`src/rtl/rand_pool_pkg.sv`:
```
// Shared definitions for consumers of the 16-bit masking RNG stream.
// Holds the word width and the pool state encoding.
package rand_pool_pkg;

  localparam int RAND_W = 16;

  typedef enum logic [1:0] {
    ST_WARMUP = 2'd0,
    ST_FILL   = 2'd1,
    ST_RUN    = 2'd2,
    ST_FAIL   = 2'd3
  } pool_state_t;

endpackage

```
`src/rtl/rand_fifo.sv`:
```
// Synchronous first-word-fall-through FIFO for RNG words.
// A flush empties it in one edge; push while full is accepted only alongside a pop.
module rand_fifo
  import rand_pool_pkg::*;
#(
  parameter int DEPTH = 8
) (
  input  logic                       clk,
  input  logic                       rst,
  input  logic                       push,
  input  logic                       pop,
  input  logic                       flush,
  input  logic [RAND_W-1:0]          wr_data,
  output logic [RAND_W-1:0]          head,
  output logic [$clog2(DEPTH+1)-1:0] level,
  output logic                       full
);

  localparam int AW = $clog2(DEPTH);
  localparam int LW = $clog2(DEPTH+1);

  logic [RAND_W-1:0] mem [DEPTH];
  logic [AW-1:0]     wr_ptr;
  logic [AW-1:0]     rd_ptr;
  logic              do_push;
  logic              do_pop;

  always_comb begin
    full    = (level == LW'(DEPTH));
    do_pop  = pop && (level != '0);
    do_push = push && rst && !flush && (!full || do_pop);
    head    = mem[rd_ptr];
  end

  // Storage is not reset; the level counter alone decides what is valid.
  always_ff @(posedge clk) begin
    if (do_push) begin
      mem[wr_ptr] <= wr_data;
    end
  end

  always_ff @(posedge clk) begin
    if (!rst || flush) begin
      wr_ptr <= '0;
      rd_ptr <= '0;
      level  <= '0;
    end else begin
      if (do_push) begin
        wr_ptr <= wr_ptr + 1'b1;
      end
      if (do_pop) begin
        rd_ptr <= rd_ptr + 1'b1;
      end
      if (do_push && !do_pop) begin
        level <= level + 1'b1;
      end else if (do_pop && !do_push) begin
        level <= level - 1'b1;
      end
    end
  end

endmodule

```
`src/rtl/rand_pool.sv`:
```
// Consumer end of the masking RNG stream: warm-up discard, repetition-count health
// test and a buffered valid/ready read port that never exposes stale or failed words.
module rand_pool
  import rand_pool_pkg::*;
#(
  parameter int DEPTH      = 8,
  parameter int WARMUP     = 32,
  parameter int RCT_CUTOFF = 4
) (
  input  logic                       clk,
  input  logic                       rst,
  input  logic [RAND_W-1:0]          rand_in,
  input  logic                       rd_req,
  output logic                       rd_valid,
  output logic [RAND_W-1:0]          rd_data,
  output logic [$clog2(DEPTH+1)-1:0] level,
  output logic                       fail
);

  localparam int LVL_W = $clog2(DEPTH+1);
  localparam int WC_W  = $clog2(WARMUP+1);
  localparam int RC_W  = $clog2(RCT_CUTOFF+1);

  pool_state_t       state;
  logic [WC_W-1:0]   warm_cnt;
  logic [RAND_W-1:0] prev;
  logic              prev_valid;
  logic [RC_W-1:0]   rep_cnt;
  logic [RC_W-1:0]   rep_next;
  logic              trip;
  logic              pop;
  logic              push;
  logic              full;
  logic [RAND_W-1:0] head;

  // A tripping sample is never pushed, and the same edge flushes the buffer.
  always_comb begin
    rep_next = (prev_valid && (rand_in == prev)) ? rep_cnt + 1'b1 : RC_W'(1);
    trip     = (state != ST_FAIL) && (rep_next == RC_W'(RCT_CUTOFF));
    rd_valid = (state == ST_RUN) && (level != '0);
    pop      = rd_req && rd_valid;
    push     = ((state == ST_FILL) || (state == ST_RUN)) && !trip && (!full || pop);
    rd_data  = rd_valid ? head : '0;
    fail     = (state == ST_FAIL);
  end

  always_ff @(posedge clk) begin
    if (!rst) begin
      state      <= ST_WARMUP;
      warm_cnt   <= '0;
      prev       <= '0;
      prev_valid <= 1'b0;
      rep_cnt    <= '0;
    end else if (state != ST_FAIL) begin
      prev       <= rand_in;
      prev_valid <= 1'b1;
      rep_cnt    <= rep_next;
      if (trip) begin
        state <= ST_FAIL;
      end else begin
        case (state)
          ST_WARMUP: begin
            warm_cnt <= warm_cnt + 1'b1;
            if (warm_cnt == WC_W'(WARMUP - 1)) begin
              state <= ST_FILL;
            end
          end
          ST_FILL: begin
            if (push && (level == LVL_W'(DEPTH - 1))) begin
              state <= ST_RUN;
            end
          end
          default: begin
          end
        endcase
      end
    end
  end

  rand_fifo #(
    .DEPTH(DEPTH)
  ) u_fifo (
    .clk    (clk),
    .rst    (rst),
    .push   (push),
    .pop    (pop),
    .flush  (trip),
    .wr_data(rand_in),
    .head   (head),
    .level  (level),
    .full   (full)
  );

endmodule

```
`config.mk`:
```
export PLATFORM = sky130hd
export DESIGN_NAME = rand_pool
export DESIGN_NICKNAME = d
export VERILOG_FILES = /design/src/rtl/rand_pool_pkg.sv /design/src/rtl/rand_fifo.sv /design/src/rtl/rand_pool.sv
export SDC_FILE = /design/constraint.sdc
export NUM_CORES = 1
export LEC_CHECK = 0
export ABC_CLOCK_PERIOD_IN_PS = 8900
export CORE_MARGIN = 2
export CORE_UTILIZATION = 55
export CTS_CLUSTER_SIZE = 28
export DETAILED_ROUTE_END_ITERATION = 16
export PLACE_DENSITY = 0.86
export SYNTH_ARGS = -nofsm -noshare
export SYNTH_HDL_FRONTEND = slang
export SYNTH_SLANG_ARGS = --single-unit
```
`constraint.sdc`:
```
create_clock -name clk -period 8.9 [get_ports clk]
set_input_delay 1.78 -clock clk [delete_from_list [all_inputs] [get_ports clk]]
set_output_delay 1.78 -clock clk [all_outputs]
set_load 0.005 [all_outputs]
```
==> results of run 1 <==
==> layout make-up <==
cell class / count / area share (%)
clock buffer: 17 / 5.17
clock inverter: 15 / 2.01
inverter: 8 / 0.396
multi-input combinational: 227 / 27.8
sequential: 169 / 56.7
tap: 172 / 2.62
timing repair buffer: 44 / 5.23
==> cell usage in the layout (no fill, tap or decap), drive strengths merged, types with 2 or more instances in the layout <==
| cell | n |
|---|---|
| mux2i | 35 |
| clkdlybuf4s50 | 40 |
| mux4 | 32 |
| o211a | 3 |
| bufinv | 2 |
| and3b | 2 |
| nor2 | 33 |
| nor2b | 18 |
| xnor2 | 20 |
| nor3 | 6 |
| clkbuf | 17 |
| nor3b | 4 |
| edfxtp | 128 |
| clkinv | 5 |
| o21ai | 3 |
| or3 | 4 |
| nand4 | 5 |
| a21oi | 6 |
| and2 | 5 |
| clkinvlp | 2 |
| nand3 | 4 |
| a21o | 3 |
| dfxtp | 41 |
| and3 | 2 |
| xor2 | 10 |
| nand2 | 10 |
| inv | 14 |
| ha | 11 |
| buf | 4 |
==> layer usage <==
layer | global-route usage, % | wire [um] | vias up
li1 | - | - | 1696
met1 | 27.4 | 5430 | 1824
met2 | 33.6 | 6790 | 105
met3 | 5.41 | 788 | 16
met4 | 7.69 | 186 | 0
met5 | 0 | 0 | -
==> worst reg2reg max path: stages, from the launching register on <==
cell,delay [ns]
dfxtp_1,0.40
or3_4,0.43
o21ai_4,0.55
inv_4,0.09
nand2_4,0.12
a31o_1,0.32
nor2_1,0.10
ha_1,0.22
inv_1,0.12
ha_1,0.25
a21o_1,0.18
a21oi_1,0.17
xnor2_1,0.13
nor2_1,0.07
xnor2_1,0.14
nor2_1,0.05
==> power by group through the flow <==
| stage | registers (mW) | clock network [mW] | logic, mW |
|---|---|---|---|
| 2_1_floorplan | 0.872 | 0 | 0.0170 |
| 6_report | 0.856 | 0.728 | 0.0378 |
| 3_3_place_gp | 0.872 | 0 | 0.0354 |
| 5_1_grt | 0.856 | 0.765 | 0.0419 |
| 4_1_cts | 0.856 | 0.734 | 0.0380 |
| 3_5_place_dp | 0.873 | 0 | 0.0373 |
==> registers in the layout, summed over array words and instances, names as in the netlist, named ones only <==
register	count
u_fifo.mem	128
u_fifo.wr_ptr	3
u_fifo.level	4
rep_cnt	3
state	2
u_fifo.rd_ptr	3
warm_cnt	6
prev	16
prev_valid	1
==> through the flow <==
step           hold slack, ns  setup slack [ns]  std cells
3_3_place_gp            0.451              3.66        620
4_1_cts                 0.472              3.95        652
6_report                0.471              3.92        652
3_5_place_dp            0.464              3.52        620
2_1_floorplan           0.427              4.48        422
5_1_grt                 0.492              3.64        652
==> cells by family after synthesis <==
group	after synthesis	synth area share (%)
XOR/XNOR	30	3.74
multiplexers	67	15.2
adder cells (fa/ha/maj)	12	2.24
flip-flops	169	66.4
AND/OR/NAND/NOR	96	7.94
AO/OA/AOI/OAI	22	2.78
buffers and inverters	26	1.67
==> final timing paths <==
path | end | from
min reg2reg | prev_valid | prev_valid
max | u_fifo.level[3] | rand_in[5]
max reg2reg | u_fifo.level[3] | u_fifo.level[0]
min | prev_valid | prev_valid
==> synth_stat cells, drive strengths merged (5+ instances only) <==
master	count	area, um2
edfxtp	128	3840
dfxtp	41	821
mux2i	35	350
nor2	33	124
mux4	32	721
xnor2	20	175
nor2b	18	113
buf	12	62.6
ha	11	138
nand2	10	47.6
xor2	10	87.6
inv	8	32.5
a21oi	6	33.8
clkbuf	6	22.5
nor3	6	40.0
and2	5	31.3
nand4	5	31.3
==> results.sh, run 1 <==
export IMPL_clk_pin_slew_ns=0.06
export IMPL_crit_family="simple AND/OR/NAND/NOR gates"
export IMPL_synthCells=422
export IMPL_grt_ovfl_total=0
export IMPL_status="finished, final reports clean"
export IMPL_relSlewSlack_pct=26.3
export IMPL_criticalPathCategory="in2reg"
export IMPL_syn_nets=453
export IMPL_num_fill_cells=851
export IMPL_gp_congestion=0.774
export IMPL_max_cap_violations=0
export IMPL_final_hold_viol_count=0
export IMPL_synth_ff_type="edfxtp_1"
export IMPL_slew_viol_final=0
export IMPL_io_pins=41
export IMPL_ff_latch_area_um2=4670
export IMPL_clock_root_buffer="clkbuf_16"
export IMPL_drt_iter0_drc=285
export IMPL_design_area_um2=8220
export IMPL_place_area_um2=7630
export IMPL_async_reset_ff_share_pct=0
export IMPL_synth_area_per_cell_um2=16.7
export IMPL_ys_warn_count=0
export IMPL_syn_area_um2=7030
export IMPL_cts_sinks=169
export IMPL_irDropWorstVdd_mv=0.134
export IMPL_grt_pass1_vias=3745
export IMPL_fin_crit_ns=4.98
export IMPL_grt_first_pass_wirelength_um=20200
export IMPL_dr_total_vias=3641
export IMPL_ys_ff_latch=169
export IMPL_first_pass_iters=4
export IMPL_internal_power_mw=1.29
export IMPL_start_util_pct=55.9
export IMPL_grt_usage_pct=20.7
export IMPL_wirelength_um=13200
export IMPL_n_antenna_cell=0
export IMPL_rsz0062_at_grt="false"
export IMPL_r2r_slack_ns=5.43
export IMPL_fp_row_count=41
export IMPL_clock_path_buffers=2
export IMPL_cts_setup_buffers=0
export IMPL_critPathRequiredTime_ns=9.21
export IMPL_crit_path_start_kind="primary input"
export IMPL_arrival_ns=5.28
export IMPL_ant_nets=0
export IMPL_power_mw=1.62
export IMPL_antenna_found_initial=0
export IMPL_dieWidth_um=117
export IMPL_hpwl_um=7590
export IMPL_core_um2=12600
export IMPL_htree_levels=4
export IMPL_setup_viol=0
export IMPL_detail_route_wl_per_cell_um=20.2
export IMPL_post_route_period_util_pct=55.9
export IMPL_tightest_slew_ns=1.10
export IMPL_seqPwrFrac_pct=52.8
export IMPL_die_h_um=117
export IMPL_cts_resized=0
export IMPL_clock_power_share_pct=44.9
export IMPL_hold_path_depth=1
export IMPL_clock_skew_ns=0.00725
export IMPL_drc=0
export IMPL_cp_end_kind="flip-flop"
export IMPL_drive_gt1_share_pct=19.0
export IMPL_utilization_pct=65.4
export IMPL_synthDistinctLibCells=49
export IMPL_grt_max_degree=33
export IMPL_max_freq_mhz=201
export IMPL_cts_hold_buf=0
export IMPL_worstPathMaxFanout=15
export IMPL_r2r_cells=15
export IMPL_clkLatencyLatePin_ns=0.43
export IMPL_synth_edf_count=128
export IMPL_crit_path_max_incr_delay_ns=0.58
export IMPL_hp_class="reg2reg"
export IMPL_routed_via_density=5.58
export IMPL_multi_input_area_um2=2290
export IMPL_comb_power_share_pct=2.3
export IMPL_powerDensity_nw_per_um2=197
export IMPL_dieArea_um2=13700
export IMPL_path_cells="clkdlybuf4s50_1 > xnor2_1 > nand4_1 > or3_4 > or3_4 > nand2_2 > nor2_1 > ha_1 > inv_1 > ha_1 > a21o_1 > a21oi_1 > xnor2_1 > nor2_1 > xnor2_1 > nor2_1"
export IMPL_cts_made_buffers=17
export IMPL_cts_tree="yes"
export IMPL_seq_area_frac_synth_pct=66.4
export IMPL_io_buffers=40
export IMPL_finalSetupTns_ns=0
export IMPL_worst_path_stages=16
export IMPL_path_buf_inv=2
export IMPL_power_switching_uw=334
export IMPL_p_sw_share_pct=20.6
export IMPL_num_nets_final=498
export IMPL_area_growth_pct=17.0
export IMPL_slowest_stage="clkdlybuf4s50_1"
export IMPL_power_leakage_nw=2.63
No activity file was read; power rests on OpenSTA's default activity.
==> inputs of run 2 (changes only) <==
--- a/config.mk
+++ b/config.mk
@@ -5,12 +5,12 @@
 export SDC_FILE = /design/constraint.sdc
 export NUM_CORES = 1
 export LEC_CHECK = 0
-export ABC_CLOCK_PERIOD_IN_PS = 8900
+export ABC_CLOCK_PERIOD_IN_PS = 4500
 export CORE_MARGIN = 2
-export CORE_UTILIZATION = 55
+export CORE_UTILIZATION = 53
 export CTS_CLUSTER_SIZE = 28
 export DETAILED_ROUTE_END_ITERATION = 16
-export PLACE_DENSITY = 0.86
+export PLACE_DENSITY = 0.87
 export SYNTH_ARGS = -nofsm -noshare
 export SYNTH_HDL_FRONTEND = slang
 export SYNTH_SLANG_ARGS = --single-unit
==> constraint.sdc (replaced) <==
create_clock -name clk -period 4.5 [get_ports clk]
set_input_delay 0.9 -clock clk [delete_from_list [all_inputs] [get_ports clk]]
set_output_delay 0.9 -clock clk [all_outputs]
set_load 0.005 [all_outputs]
==> results.sh, run 2 (synthesis results as in run 1) <==
export IMPL_mostFrequentLayoutCells="128 x edfxtp_1, 40 x dfxtp_1, 40 x clkdlybuf4s50_1, 35 x mux2i_1, 33 x nor2_1"
export IMPL_max_freq_mhz=253
export IMPL_grt_usage_pct=21.2
export IMPL_cp_end_kind="flip-flop"
export IMPL_wirelength_um=14100
export IMPL_post_route_period_util_pct=87.7
export IMPL_fin_crit_ns=3.95
export IMPL_io_buffers=40
export IMPL_min_from="u_fifo.rd_ptr[1]"
export IMPL_core_um2=13100
export IMPL_slew_viol_final=0
export IMPL_grt_first_pass_wirelength_um=22000
export IMPL_drive_gt1_share_pct=21.1
export IMPL_r2r_end="u_fifo.level[3]"
export IMPL_clock_root_buffer="clkbuf_16"
export IMPL_hold_path_depth=2
export IMPL_finalSetupTns_ns=0
export IMPL_grt_max_degree=33
export IMPL_tightest_slew_ns=1.02
export IMPL_num_nets_final=517
export IMPL_io_pins=41
export IMPL_cts_hold_buf=0
export IMPL_crit_path_max_incr_delay_ns=0.59
export IMPL_relSlewSlack_pct=32.0
export IMPL_r2r_start="u_fifo.level[0]"
export IMPL_min_to="u_fifo.rd_ptr[1]"
export IMPL_grt_pass1_vias=4045
export IMPL_irDropWorstVdd_mv=0.222
export IMPL_detail_route_wl_per_cell_um=20.9
export IMPL_arrival_ns=4.27
export IMPL_rsz0062_at_grt="false"
export IMPL_final_instance_count_excl_fill=674
export IMPL_gp_congestion=0.819
export IMPL_critPathRequiredTime_ns=4.82
export IMPL_drc=0
export IMPL_criticalPathCategory="in2reg"
export IMPL_largest_register_ffs=128
export IMPL_dp_cells=643
export IMPL_cts_made_buffers=17
export IMPL_dr_total_vias=3869
export IMPL_ant_nets=0
export IMPL_area_growth_pct=19.1
export IMPL_power_leakage_nw=2.73
export IMPL_layout_commonest_cell="edfxtp_1"
export IMPL_cts_sinks=169
export IMPL_hpwl_um=8190
export IMPL_largest_register="u_fifo.mem"
export IMPL_multi_input_area_um2=2270
export IMPL_clock_path_buffers=2
export IMPL_grt_ovfl_total=0
export IMPL_worstPathMaxFanout=10
export IMPL_num_fill_cells=860
export IMPL_cts_tree="yes"
export IMPL_status="finished, final reports clean"
export IMPL_hp_class="reg2reg"
export IMPL_r2r_slack_ns=1.20
export IMPL_fp_row_count=42
export IMPL_final_hold_viol_count=0
export IMPL_antenna_found_initial=0
export IMPL_slowest_stage="clkdlybuf4s50_1"
export IMPL_start_util_pct=53.7
export IMPL_routed_via_density=5.74
export IMPL_clkLatencyLatePin_ns=0.43
export IMPL_cts_resized=0
export IMPL_die_h_um=119
export IMPL_crit_family="simple AND/OR/NAND/NOR gates"
export IMPL_first_pass_iters=5
export IMPL_crit_path_start_kind="primary input"
export IMPL_path_buf_inv=2
export IMPL_path_cells="clkdlybuf4s50_1 > xnor2_1 > nand4_1 > or3_4 > or3_4 > nand2_2 > nor2_1 > ha_1 > inv_1 > ha_1 > a21o_1 > a21oi_1 > xnor2_1 > nor2_1 > xnor2_1 > nor2_1"
export IMPL_dieWidth_um=119
export IMPL_ff_latch_area_um2=4670
export IMPL_r2r_cells=16
export IMPL_n_antenna_cell=0
export IMPL_htree_levels=4
export IMPL_clock_skew_ns=0.00820
export IMPL_setup_viol=0
export IMPL_cts_setup_buffers=0
export IMPL_max_cap_violations=0
export IMPL_largestRegisters="u_fifo.mem x128, prev x16, warm_cnt x6"
export IMPL_powerDensity_nw_per_um2=392
export IMPL_drt_iter0_drc=328
export IMPL_dieArea_um2=14200
export IMPL_clk_pin_slew_ns=0.06
run 2: changes by cell type in the layout (fill, tap and decap cells not counted), moves of 2 or more:
cell       before  now
buf_4           4   23
bufinv_16       2    4
clkinv_4        3    1
inv_6           5    1
nor3b_2         1    3
nor3b_4         3    1
run 2: worst max-delay path by stage:
stage,endpoint,from,slack (ns),cells after the start
floorplan,u_fifo.mem[6][0],rand_in[8],0.96,6
global placement,u_fifo.level[3],rand_in[0],0.34,16
detailed placement,u_fifo.level[3],rand_in[0],0.14,16
CTS,u_fifo.level[3],rand_in[0],0.55,16
global route,u_fifo.level[3],rand_in[0],0.33,16
finish,u_fifo.level[3],rand_in[0],0.55,16
run 2: layer usage:
metal	vias up	routed length, um	GRT usage [%]
met5	-	0	0
met4	0	409	10.9
met3	34	777	5.08
met2	143	7350	36.1
met1	1956	5530	25.1
li1	1736	-	-
run 2: area by class of cell:
cell class,count,area share (%)
clock buffer,18,5.13
clock inverter,13,2.12
inverter,8,0.389
multi-input combinational,227,27.1
sequential,169,55.8
tap,176,2.63
timing repair buffer,63,6.85
run 2: report_power, final:
group          leakage, nW  internal [mW]  total (mW)  switching (mW)
logic                0.955         0.0400      0.0861          0.0461
clock network        0.287          0.921        1.50           0.576
registers             1.49           1.68        1.69         0.00879
run 2: worst register-to-register path, cell delays in order, from the launching register on:
cell     delay (ns)
dfxtp_1        0.39
or3_4          0.43
o21ai_4        0.11
buf_4          0.30
inv_4          0.08
nand2_4        0.10
a31o_1         0.32
nor2_1         0.10
ha_1           0.22
inv_1          0.12
ha_1           0.24
a21o_1         0.17
a21oi_1        0.18
xnor2_1        0.15
nor2_1         0.07
xnor2_1        0.13
nor2_1         0.05
run 2: per-stage QoR:
step | total power [mW] | util, % | setup slack, ns | hold slack (ns) | instance area [um2]
3_3_place_gp | 1.80 | 59.3 | 0.339 | 0.453 | 7760
6_report | 3.28 | 63.9 | 0.553 | 0.487 | 8370
5_1_grt | 3.35 | 63.9 | 0.334 | 0.514 | 8370
2_1_floorplan | 1.76 | - | 0.959 | 0.427 | 7030
3_5_place_dp | 1.81 | 59.3 | 0.145 | 0.474 | 7760
4_1_cts | 3.29 | 63.9 | 0.546 | 0.489 | 8370
